`src/rtl/fb_writer.sv`:
```
// fb_writer -- framebuffer pixel writer with optional rectangle fill engine.
//
// Single-pixel writes arrive on a valid/ready handshake. In-range pixels are
// queued in a 4-entry FIFO and written to the framebuffer one per cycle
// whenever the scan-out reader leaves the memory port free (rd_busy low).
// Off-screen pixels are accepted and silently discarded.
//
// Optional feature (macro FB_FILL_EN): a rectangle fill engine. A fill
// command first lets the pixel FIFO drain, then writes every pixel of the
// clamped, inclusive rectangle in raster order, one per free cycle.
// Without FB_FILL_EN the fill ports exist but are ignored.
//
// Ports:
//   clk, rstn                    clock, asynchronous active-low reset
//   px_valid/px_ready            pixel-write handshake
//   px_x, px_y, px_color         pixel coordinate and RGB444 colour
//   fill_start, fill_x0..y1      rectangle fill command, corners inclusive
//   fill_color                   rectangle colour (RGB444)
//   rd_busy                      scan-out reader owns the memory port
//   mem_wr, mem_addr, mem_wdata  registered framebuffer write port
//   busy                         accepted work still outstanding
module fb_writer #(
  parameter int SCREEN_WIDTH  = 640,
  parameter int SCREEN_HEIGHT = 480
) (
  input  logic        clk,
  input  logic        rstn,
  input  logic        px_valid,
  output logic        px_ready,
  input  logic [9:0]  px_x,
  input  logic [9:0]  px_y,
  input  logic [11:0] px_color,
  input  logic        fill_start,
  input  logic [9:0]  fill_x0,
  input  logic [9:0]  fill_y0,
  input  logic [9:0]  fill_x1,
  input  logic [9:0]  fill_y1,
  input  logic [11:0] fill_color,
  input  logic        rd_busy,
  output logic        mem_wr,
  output logic [18:0] mem_addr,
  output logic [15:0] mem_wdata,
  output logic        busy
);

  localparam logic [18:0] WIDTH_19  = 19'(SCREEN_WIDTH);
  localparam logic [10:0] WIDTH_11  = 11'(SCREEN_WIDTH);
  localparam logic [10:0] HEIGHT_11 = 11'(SCREEN_HEIGHT);

  typedef enum logic [1:0] {
    ST_IDLE  = 2'd0,
    ST_DRAIN = 2'd1,
    ST_FILL  = 2'd2
  } state_t;

  // Linear framebuffer address: one row is SCREEN_WIDTH words.
  function automatic logic [18:0] pixel_addr(input logic [9:0] x, input logic [9:0] y);
    return ({9'd0, y} * WIDTH_19) + {9'd0, x};
  endfunction

  state_t      state_q, state_d;
  logic [18:0] fifo_addr_q [4];
  logic [18:0] fifo_addr_d [4];
  logic [11:0] fifo_col_q [4];
  logic [11:0] fifo_col_d [4];
  logic [1:0]  wr_ptr_q, wr_ptr_d;
  logic [1:0]  rd_ptr_q, rd_ptr_d;
  logic [2:0]  count_q, count_d;
  logic        mem_wr_q, mem_wr_d;
  logic [18:0] mem_addr_q, mem_addr_d;
  logic [15:0] mem_wdata_q, mem_wdata_d;
  logic        px_ready_q, px_ready_d;
  logic        busy_q, busy_d;

  logic        in_range_s;
  logic        push_s;
  logic        pop_s;

`ifdef FB_FILL_EN
  localparam logic [9:0] X_MAX = 10'(SCREEN_WIDTH - 1);
  localparam logic [9:0] Y_MAX = 10'(SCREEN_HEIGHT - 1);

  logic [9:0]  rx0_q, rx0_d, ry0_q, ry0_d;
  logic [9:0]  rx1_q, rx1_d, ry1_q, ry1_d;
  logic [11:0] rcol_q, rcol_d;
  logic [9:0]  cx_q, cx_d, cy_q, cy_d;
`else
  // Fill inputs are intentionally ignored in this build.
  logic unused_fill_s;
  assign unused_fill_s = ^{fill_start, fill_x0, fill_y0, fill_x1, fill_y1, fill_color};
`endif

  // px_ready is registered, so a handshake only sees the post-edge state.
  assign in_range_s = ({1'b0, px_x} < WIDTH_11) && ({1'b0, px_y} < HEIGHT_11);
  assign push_s     = px_valid && px_ready_q && in_range_s;
  // The FIFO drains only while no fill is writing, so the two never collide.
  assign pop_s      = ((state_q == ST_IDLE) || (state_q == ST_DRAIN)) &&
                      !rd_busy && (count_q != 3'd0);

  // Next-state logic: FIFO, write port, fill engine and registered flags.
  always_comb begin
    state_d     = state_q;
    fifo_addr_d = fifo_addr_q;
    fifo_col_d  = fifo_col_q;
    wr_ptr_d    = wr_ptr_q;
    rd_ptr_d    = rd_ptr_q;
    count_d     = count_q;
    mem_wr_d    = 1'b0;
    mem_addr_d  = mem_addr_q;
    mem_wdata_d = mem_wdata_q;
`ifdef FB_FILL_EN
    rx0_d  = rx0_q;
    ry0_d  = ry0_q;
    rx1_d  = rx1_q;
    ry1_d  = ry1_q;
    rcol_d = rcol_q;
    cx_d   = cx_q;
    cy_d   = cy_q;
`endif

    if (push_s) begin
      fifo_addr_d[wr_ptr_q] = pixel_addr(px_x, px_y);
      fifo_col_d[wr_ptr_q]  = px_color;
      wr_ptr_d              = wr_ptr_q + 2'd1;
    end else begin
      wr_ptr_d = wr_ptr_q;
    end

    if (pop_s) begin
      mem_wr_d    = 1'b1;
      mem_addr_d  = fifo_addr_q[rd_ptr_q];
      mem_wdata_d = {4'h0, fifo_col_q[rd_ptr_q]};
      rd_ptr_d    = rd_ptr_q + 2'd1;
    end else begin
      rd_ptr_d = rd_ptr_q;
    end

    case ({push_s, pop_s})
      2'b10:   count_d = count_q + 3'd1;
      2'b01:   count_d = count_q - 3'd1;
      default: count_d = count_q;
    endcase

`ifdef FB_FILL_EN
    case (state_q)
      ST_IDLE: begin
        if (fill_start) begin
          rx0_d   = fill_x0;
          ry0_d   = fill_y0;
          rx1_d   = (fill_x1 > X_MAX) ? X_MAX : fill_x1;
          ry1_d   = (fill_y1 > Y_MAX) ? Y_MAX : fill_y1;
          rcol_d  = fill_color;
          state_d = ST_DRAIN;
        end else begin
          state_d = ST_IDLE;
        end
      end
      ST_DRAIN: begin
        // An empty rectangle (after clamping) is abandoned without writes.
        if ((rx0_q > rx1_q) || (ry0_q > ry1_q)) begin
          state_d = ST_IDLE;
        end else if ((count_q == 3'd0) && !mem_wr_q) begin
          cx_d    = rx0_q;
          cy_d    = ry0_q;
          state_d = ST_FILL;
        end else begin
          state_d = ST_DRAIN;
        end
      end
      ST_FILL: begin
        if (!rd_busy) begin
          mem_wr_d    = 1'b1;
          mem_addr_d  = pixel_addr(cx_q, cy_q);
          mem_wdata_d = {4'h0, rcol_q};
          if (cx_q == rx1_q) begin
            if (cy_q == ry1_q) begin
              state_d = ST_IDLE;
            end else begin
              cx_d = rx0_q;
              cy_d = cy_q + 10'd1;
            end
          end else begin
            cx_d = cx_q + 10'd1;
          end
        end else begin
          state_d = ST_FILL;
        end
      end
      default: state_d = ST_IDLE;
    endcase
`else
    state_d = ST_IDLE;
`endif

    // Flags are registered copies of their definitions on the next state.
    px_ready_d = (count_d != 3'd4) && (state_d == ST_IDLE);
`ifdef FB_FILL_EN
    busy_d = (state_d != ST_IDLE) || (count_d != 3'd0) || mem_wr_d;
`else
    busy_d = (count_d != 3'd0) || mem_wr_d;
`endif
  end

  // State, FIFO and output registers; reset aborts all queued work.
  always_ff @(posedge clk or negedge rstn) begin
    if (!rstn) begin
      state_q     <= ST_IDLE;
      for (int i = 0; i < 4; i++) begin
        fifo_addr_q[i] <= 19'd0;
        fifo_col_q[i]  <= 12'd0;
      end
      wr_ptr_q    <= 2'd0;
      rd_ptr_q    <= 2'd0;
      count_q     <= 3'd0;
      mem_wr_q    <= 1'b0;
      mem_addr_q  <= 19'd0;
      mem_wdata_q <= 16'd0;
      px_ready_q  <= 1'b0;
      busy_q      <= 1'b0;
    end else begin
      state_q     <= state_d;
      fifo_addr_q <= fifo_addr_d;
      fifo_col_q  <= fifo_col_d;
      wr_ptr_q    <= wr_ptr_d;
      rd_ptr_q    <= rd_ptr_d;
      count_q     <= count_d;
      mem_wr_q    <= mem_wr_d;
      mem_addr_q  <= mem_addr_d;
      mem_wdata_q <= mem_wdata_d;
      px_ready_q  <= px_ready_d;
      busy_q      <= busy_d;
    end
  end

`ifdef FB_FILL_EN
  // Latched rectangle and raster counters of the fill engine.
  always_ff @(posedge clk or negedge rstn) begin
    if (!rstn) begin
      rx0_q  <= 10'd0;
      ry0_q  <= 10'd0;
      rx1_q  <= 10'd0;
      ry1_q  <= 10'd0;
      rcol_q <= 12'd0;
      cx_q   <= 10'd0;
      cy_q   <= 10'd0;
    end else begin
      rx0_q  <= rx0_d;
      ry0_q  <= ry0_d;
      rx1_q  <= rx1_d;
      ry1_q  <= ry1_d;
      rcol_q <= rcol_d;
      cx_q   <= cx_d;
      cy_q   <= cy_d;
    end
  end
`endif

  assign mem_wr    = mem_wr_q;
  assign mem_addr  = mem_addr_q;
  assign mem_wdata = mem_wdata_q;
  assign px_ready  = px_ready_q;
  assign busy      = busy_q;

endmodule
```
`config.mk`:
```
export PLATFORM = sky130hd
export DESIGN_NAME = fb_writer
export DESIGN_NICKNAME = d
export VERILOG_FILES = /design/src/rtl/fb_writer.sv
export SDC_FILE = /design/constraint.sdc
export NUM_CORES = 1
export LEC_CHECK = 0
export BUFFER_PORTS_ARGS = -buffer_cell sky130_fd_sc_hd__buf_2
export CORE_ASPECT_RATIO = 1.2
export CORE_MARGIN = 1
export CORE_UTILIZATION = 23
export CTS_BUF_LIST = sky130_fd_sc_hd__clkbuf_4 sky130_fd_sc_hd__clkbuf_8
export CTS_CLUSTER_SIZE = 8
export DETAILED_ROUTE_END_ITERATION = 8
export GPL_ROUTABILITY_DRIVEN = 0
export PLACE_DENSITY = 0.42
export RECOVER_POWER = 100
export SETUP_SLACK_MARGIN = 0.1
export SLEW_MARGIN = 15
export SYNTH_ARGS = -nofsm -noshare
export SYNTH_HDL_FRONTEND = slang
export SYNTH_SLANG_ARGS = --single-unit
export TNS_END_PERCENT = 1
```
`constraint.sdc`:
```
create_clock -name clk -period 3.1 [get_ports clk]
set_clock_uncertainty 0.2 [all_clocks]
set_input_delay 0.62 -clock clk [delete_from_list [all_inputs] [get_ports clk]]
set_output_delay 0.62 -clock clk [all_outputs]
set_load 0.005 [all_outputs]
```
# --- Word level (Yosys, flattened, before mapping) ---
# Cells that the tools add are included.
word_totals:
  ff_bits: 165
  word_cells: 55
  in_bits: 89
op_classes:
  n_mul: 1
  n_bitwise: 2
  n_reduce_logical: 9
  n_mux: 14
  eq_ne: 3
  order_cmp: 5
  addsub: 5
op_table:
  columns: ["cell", "count"]
  rows:
  - ["bitwise mux 76 bit", 1]
  - ["two-way mux 19 bit", 3]
  - ["bitwise mux 48 bit", 1]
  - ["binary-select mux 19 bit (select 2 bit)", 1]
  - ["demux 19 bit (select 2 bit)", 1]
  - ["two-way mux 12 bit", 3]
  - ["binary-select mux 12 bit (select 2 bit)", 1]
  - ["demux 12 bit (select 2 bit)", 1]
  - ["adder 19 x 10 -> 19 bit", 1]
  - ["multiplier 10 x 3 -> 12 bit, second input constant", 1]
  - ["less-than comparator 10 bit, second input constant", 1]
  - ["less-than comparator 10 x 9 -> 1 bit, second input constant", 1]
  - ["greater-or-equal comparator 3 bit, second input constant", 2]
  - ["inverter 2 -> 3 bit", 2]
  - ["one-hot mux 3 bit (2 select lines)", 1]
  - ["nonzero test 3 bit", 2]
  - ["logical AND 1 bit", 5]
  - ["adder 2 x 1 -> 2 bit, second input constant", 2]
  - ["adder 3 x 1 -> 3 bit, second input constant", 1]
  - ["less-than comparator 3 x 1 -> 1 bit, second input constant", 1]
  - ["!= test 3 bit, second input constant", 1]
  - ["subtractor 3 x 1 -> 3 bit, second input constant", 1]
  - ["equality test 2 x 1 -> 1 bit, second input constant", 1]
  - ["equality test 2 bit, second input constant", 1]
  - ["other kinds (3)", 3]

# --- Logic depth before layout (Yosys ltp) ---
logic_depth:
  word_depth: 7
  depth_mapped: 10

# --- Least setup slack after synthesis ---
# OpenSTA, ideal clock, no wires.
synth_timing:
  path_type: "input-to-reg"
  from: "input port px_y[1]"
  to: "register fifo_addr_q[17] (netlist bit)"
  path_slack_ps: -113
  t_arrival_ps: 2885
  stages: 9
  n_path_buf: 0
  setup_time_ps: 128
  cell_sequence: "ha_1 > ha_1 > fa_1 > a211oi_2 > nor2_1 > o311ai_2 > nor4b_4 > xor2_1 > mux2_1"
synth_between:
  elab_chain_cells: 3
synth_rtl:
  columns: ["item", "line_no", "rtl"]
  rows:
  - ["from (decl)", "31", "input logic [9:0] px_y,"]
  - ["multiplier 10 x 3 -> 12 bit or less-than comparator 10 x 9 -> 1 bit (tied branches)", "58, 94", null]
  - ["adder 19 x 10 -> 19 bit or logical AND 1 bit (tied branches)", "58, 94", null]
  - ["bitwise mux 76 bit or logical AND 1 bit (tied branches)", "122, 95", null]
  - ["to (signal assigned)", "222", "fifo_addr_q <= fifo_addr_d;"]
  - ["to (decl)", "62", "logic [18:0] fifo_addr_q [4];"]
# Several ways; a longest one is shown, not always the timed one.
# A chain may end at the register's enable or synchronous reset.

# --- Final worst setup path ---
layout_timing:
  from: "register px_ready_q, in the netlist px_ready"
  to: "register busy_q, in the netlist busy"
layout_between:
  elab_chain_cells: 6
layout_rtl:
  columns: ["item", "line_no", "rtl"]
  rows:
  - ["from (decl)", "72", "logic px_ready_q, px_ready_d;"]
  - ["from (signal assigned)", "230", "px_ready_q <= px_ready_d;"]
  - ["logical AND 1 bit * (2 in series)", "95", "assign push_s = px_valid && px_ready_q && in_range_s;"]
  - ["equality test 2 x 1 -> 1 bit or equality test 2 bit (tied branches)", "138", "case ({push_s, pop_s})"]
  - ["one-hot mux 3 bit (2 select lines) *", "138", null]
  - ["net count_d[1]", "68", "logic [2:0] count_q, count_d;"]
  - ["nonzero test 3 bit *", "200", "busy_d = (count_d != 3'd0) || mem_wr_d;"]
  - ["logical OR 1 bit *", "200", null]
  - ["net busy_d", "73", "logic busy_q, busy_d;"]
  - ["to (signal assigned)", "231", "busy_q <= busy_d;"]
  - ["to (decl)", "73", null]
# Mark *: on every way through the listed nets, which the timed path passes. The rest lies on a longest branch.

==> results_tabular.tex <==
\begin{tabular}{lr}
\hline
Metric & Value \\
\hline
\multicolumn{2}{l}{\textbf{Floorplanning}} \\
Die boundary width & $\sim$170 um \\
Die span in y & 201 um \\
I/O pin cnt & 127 \\
Starting density of the core & 0.235 \\
Site row count & just over 70 \\
Area of the core & 32400 um\^{}2 \\
Die area & approximately 34000 um\^{}2 \\
\multicolumn{2}{l}{\textbf{Routing}} \\
Residual DRC count & 0 \\
Average wire per standard cell & 16.8 um \\
Final wirelength & 17900 um \\
Starting DRT DRC Count & 140 \\
Number of routed nets with antenna violations & 0 \\
Via density per instance & 4.36 \\
Via total after detailed routing & between 4000 and 5000 \\
Number of detailed-routing iterations run before antenna repair & 4 \\
\multicolumn{2}{l}{\textbf{Critical path}} \\
Slowest CP cell & sky130\_fd\_sc\_hd\_\_or4\_1 \\
Worst Path Max Fanout & 2 \\
Worst Path Buf+Inv & 2 \\
Cells traversed along the worst timing path & nand2\_1 -> nor3\_1 -> clkbuf\_1 -> inv\_1 -> ha\_1 -> fa\_1 -> mux2\_2 -> or4\_1 \\
Required time of the worst setup path & 3.22 ns \\
Arrival time at the worst endpoint & between 3 and 4 ns \\
Worst setup path class & flip-flop to flip-flop \\
Sort of element at the end of the critical path & flip-flop \\
Critical Path Max Stage Delay & 0.54 ns \\
CP startpoint kind & flip-flop \\
Largest delay contributor family on the critical path & simple AND/OR/NAND/NOR gates \\
\multicolumn{2}{l}{\textbf{STA}} \\
Worst-case setup margin in the final layout & between 0.15 and 0.2 ns \\
Final Hold Violating Endpoints & 0 \\
Count of final max-slew check failures & 59 \\
Time the worst path needs with I/O delays and setup & just under 3 ns \\
Final setup vio count & 0 \\
Max-slew headroom at the worst pin & -0.0510 \\
Share of the clock period used by the worst path & 0.946 \\
Hold slack & 0.231 ns \\
Maximum achievable frequency & between 300 and 400 MHz \\
RSZ-0062 raised after global routing & no \\
Transition time at the pin with the least slew margin & 1.58 ns \\
\multicolumn{2}{l}{\textbf{Synthesis}} \\
Proportion of synthesized area in mux cells & 0.269 \\
Sequential element share of the synthesized area & 0.543 \\
Xor-xnor portion of the synthesized cell area & 0.0196 \\
Library cell with the highest instance count after synthesis & sky130\_fd\_sc\_hd\_\_dfrtp\_1 \\
Mean area per synthesized cell & 14.1 um\^{}2 \\
Synth Warn \# & 0 \\
Dominant synthesized flop cell & sky130\_fd\_sc\_hd\_\_dfrtp\_1 \\
Area fraction in compound gates after synthesis & 0.0474 \\
Share of the synthesized area in the top cell type & 0.543 \\
Synth Register Bits & 165 \\
Number of synthesized flops with an enable pin & 0 \\
Simple-gate share of the synthesized area & 0.0506 \\
Synthesized instance count & 541 \\
Commonest cells post-synth & 165 x sky130\_fd\_sc\_hd\_\_dfrtp\_1, 116 x sky130\_fd\_sc\_hd\_\_mux2\_2, 51 x sky130\_fd\_sc\_hd\_\_nand2\_1 \\
Cell area after synthesis & roughly 7600 um\^{}2 \\
Distinct cell type count after synthesis & 42 \\
Arithmetic-cell share of the synthesized area counting full adders, half adders and majority gates & 0.0474 \\
Cells taking the most area after synthesis & sky130\_fd\_sc\_hd\_\_dfrtp\_1 54\%, sky130\_fd\_sc\_hd\_\_mux2\_2 17\%, sky130\_fd\_sc\_hd\_\_mux4\_2 9.2\% \\
Largest family of logic cells by synthesized area & multiplexers \\
Fraction of registers with async set or reset after synthesis & 1.00 \\
Yosys top cell by area & sky130\_fd\_sc\_hd\_\_dfrtp\_1 \\
\multicolumn{2}{l}{\textbf{Layout}} \\
Fill count & 3360 \\
Area added between synthesis and finish & 19.9\% \\
Antenna cell count & 0 \\
Share of cells above drive strength 1 & 0.427 \\
Count of nets after finishing & $\sim$770 \\
\multicolumn{2}{l}{\textbf{Placement}} \\
Worst setup slack before clock tree synthesis & -0.259 ns \\
Number of buffers inserted by port buffering & slightly below 70 \\
Final HPWL DP & between 10000 and 15000 um \\
\multicolumn{2}{l}{\textbf{Global routing}} \\
Final global-route overflow total & 0 \\
Total global routing track utilization & 0.115 \\
Largest net degree at the start of global routing & 60 \\
Global-route wire length before repair & 29600 um \\
Number of global-route vias before repair & around 5300 \\
Antenna violations before repair & 0 \\
\multicolumn{2}{l}{\textbf{Power and ir drop}} \\
Design Power & 8.33 mW \\
Leakage power total & 4.02 nW \\
Areal power density over the cells & 913 nW/um\^{}2 \\
Maximum ir drop on the vdd rail & approximately 0.0003 V \\
\multicolumn{2}{l}{\textbf{Clocking}} \\
\# H-tree levels & 4 \\
Clock transition at the registers of the reported paths & 0.10 ns \\
Clock tree from TritonCTS & done \\
Clock buffer count from CTS & 17 \\
Later-pin clock latency in the skew report & 0.47 ns \\
Post-cts repair resize count & 0 \\
Post-CTS Setup Bufs & 0 \\
CTS root buf & sky130\_fd\_sc\_hd\_\_clkbuf\_8 \\
Maximum clock path buffer count & 2 \\
Total clock sinks & 165 \\
\multicolumn{2}{l}{\textbf{Outcome}} \\
Failing checks & capacitance limit, slew limit \\
Outcome & finished with violations \\
\multicolumn{2}{l}{\textbf{Job}} \\
Number of violations of the max-capacitance limit & 1 \\
\multicolumn{2}{l}{\textbf{Worst hold path}} \\
Path category of the worst min-delay check & input pin to flip-flop \\
\hline
\end{tabular}
[registers in the layout, summed over array words and instances, names as in the netlist]
signal / flops
fifo_addr_q: 76
fifo_col_q: 48
mem_addr: 19
mem_wdata: 12
count_q: 3
rd_ptr_q: 2
wr_ptr_q: 2
busy: 1
mem_wr: 1
px_ready: 1
[cell type report]
cell class,count,area (um^2),area share
clock inverters,11,124,0.0136
flip-flops and latches,165,4130,0.453
multi-input cells,339,3350,0.368
clock buffers,21,283,0.0310
well taps,407,509,0.0558
inverters,8,30.0,0.00329
repair buffers,119,691,0.0757
[cell families after synthesis]
logic type,Yosys count
AOI/OAI and AO/OA,61
adders and majority gates,27
xor gates and xnor gates,17
muxes,151
buffers and inverters,40
other,1
DFF,165
and+or+nand+nor,79
[path summary, 6_finish.rpt]
check | start | endpoint | slack (ns) | cells past startpoint
worst max-delay path | px_ready | busy | 0.17 | 8
worst min-delay path | px_color[6] | fifo_col_q[6] | 0.23 | 2
worst max register to register | px_ready | busy | 0.17 | 8
worst min register to register | fifo_addr_q[34] | fifo_addr_q[34] | 0.28 | 2
max in group asynchronous | rstn | fifo_addr_q[61] | 0.50 | 3
min in group asynchronous | rstn | fifo_addr_q[48] | 0.89 | 2
[through the flow]
step	std cells	util	TNS [ns]	cell area, um^2
CTS	1070	0.285	0	9260
detailed placement	1037	0.273	-3.80	8840
global route	1070	0.281	0	9120
finish	1070	0.281	0	9120
global placement	1037	0.273	-3.25	8840
floorplan	544	-	0	7670
[layer usage]
metal | up-vias | wire length, um | track usage
met4 | 0 | 209 | 0.0419
met2 | 73 | 9250 | 0.201
met3 | 11 | 513 | 0.0234
met5 | - | 0 | 0
li1 | 2164 | - | -
met1 | 2415 | 7960 | 0.139
[power breakdown]
| part | switching (mW) | internal, mW | leakage [nW] | total, mW |
|---|---|---|---|---|
| registers | 0.573 | 3.18 | 2.03 | 3.75 |
| clock network | 0.804 | 0.791 | 0.202 | 1.59 |
| logic | 1.20 | 1.78 | 1.79 | 2.98 |
| total | 2.58 | 5.75 | 4.02 | 8.33 |
[layout by cell type, fill, tap and decap left out, types with 3 or more instances in the layout]
cell                         instances
sky130_fd_sc_hd__buf_2              45
sky130_fd_sc_hd__o31ai_1             5
sky130_fd_sc_hd__clkinv_2            3
sky130_fd_sc_hd__clkbuf_1           28
sky130_fd_sc_hd__xnor2_1             8
sky130_fd_sc_hd__dfrtp_1           163
sky130_fd_sc_hd__inv_1               8
sky130_fd_sc_hd__clkbuf_4            6
sky130_fd_sc_hd__a21oi_1             5
sky130_fd_sc_hd__mux4_2             31
sky130_fd_sc_hd__clkinvlp_4          3
sky130_fd_sc_hd__buf_4              31
sky130_fd_sc_hd__o21ai_0            41
sky130_fd_sc_hd__mux2_2            116
sky130_fd_sc_hd__ha_1               23
sky130_fd_sc_hd__nor2b_1             3
sky130_fd_sc_hd__nand2_1            50
sky130_fd_sc_hd__nor2_1              9
sky130_fd_sc_hd__nor3_1              4
sky130_fd_sc_hd__xor2_1              9
sky130_fd_sc_hd__clkbuf_8           20
sky130_fd_sc_hd__clkbuf_2            5
sky130_fd_sc_hd__conb_1              4
[worst register-to-register path: cells and delay by family (launching register included)]
kind | cells | cell delay [ns]
AND/OR/NAND/NOR | 3 | 1.03
adder cells (fa/ha/maj) | 2 | 0.62
flip-flops | 1 | 0.35
buffers and inverters | 2 | 0.30
multiplexers | 1 | 0.27
[timing repair]
action                                  4_1_cts  5_1_grt
hold buffers                                  1        0
endpoints found under the setup margin        0        0
endpoints found under the hold margin        55        0
(Power assumes the default switching activity.)
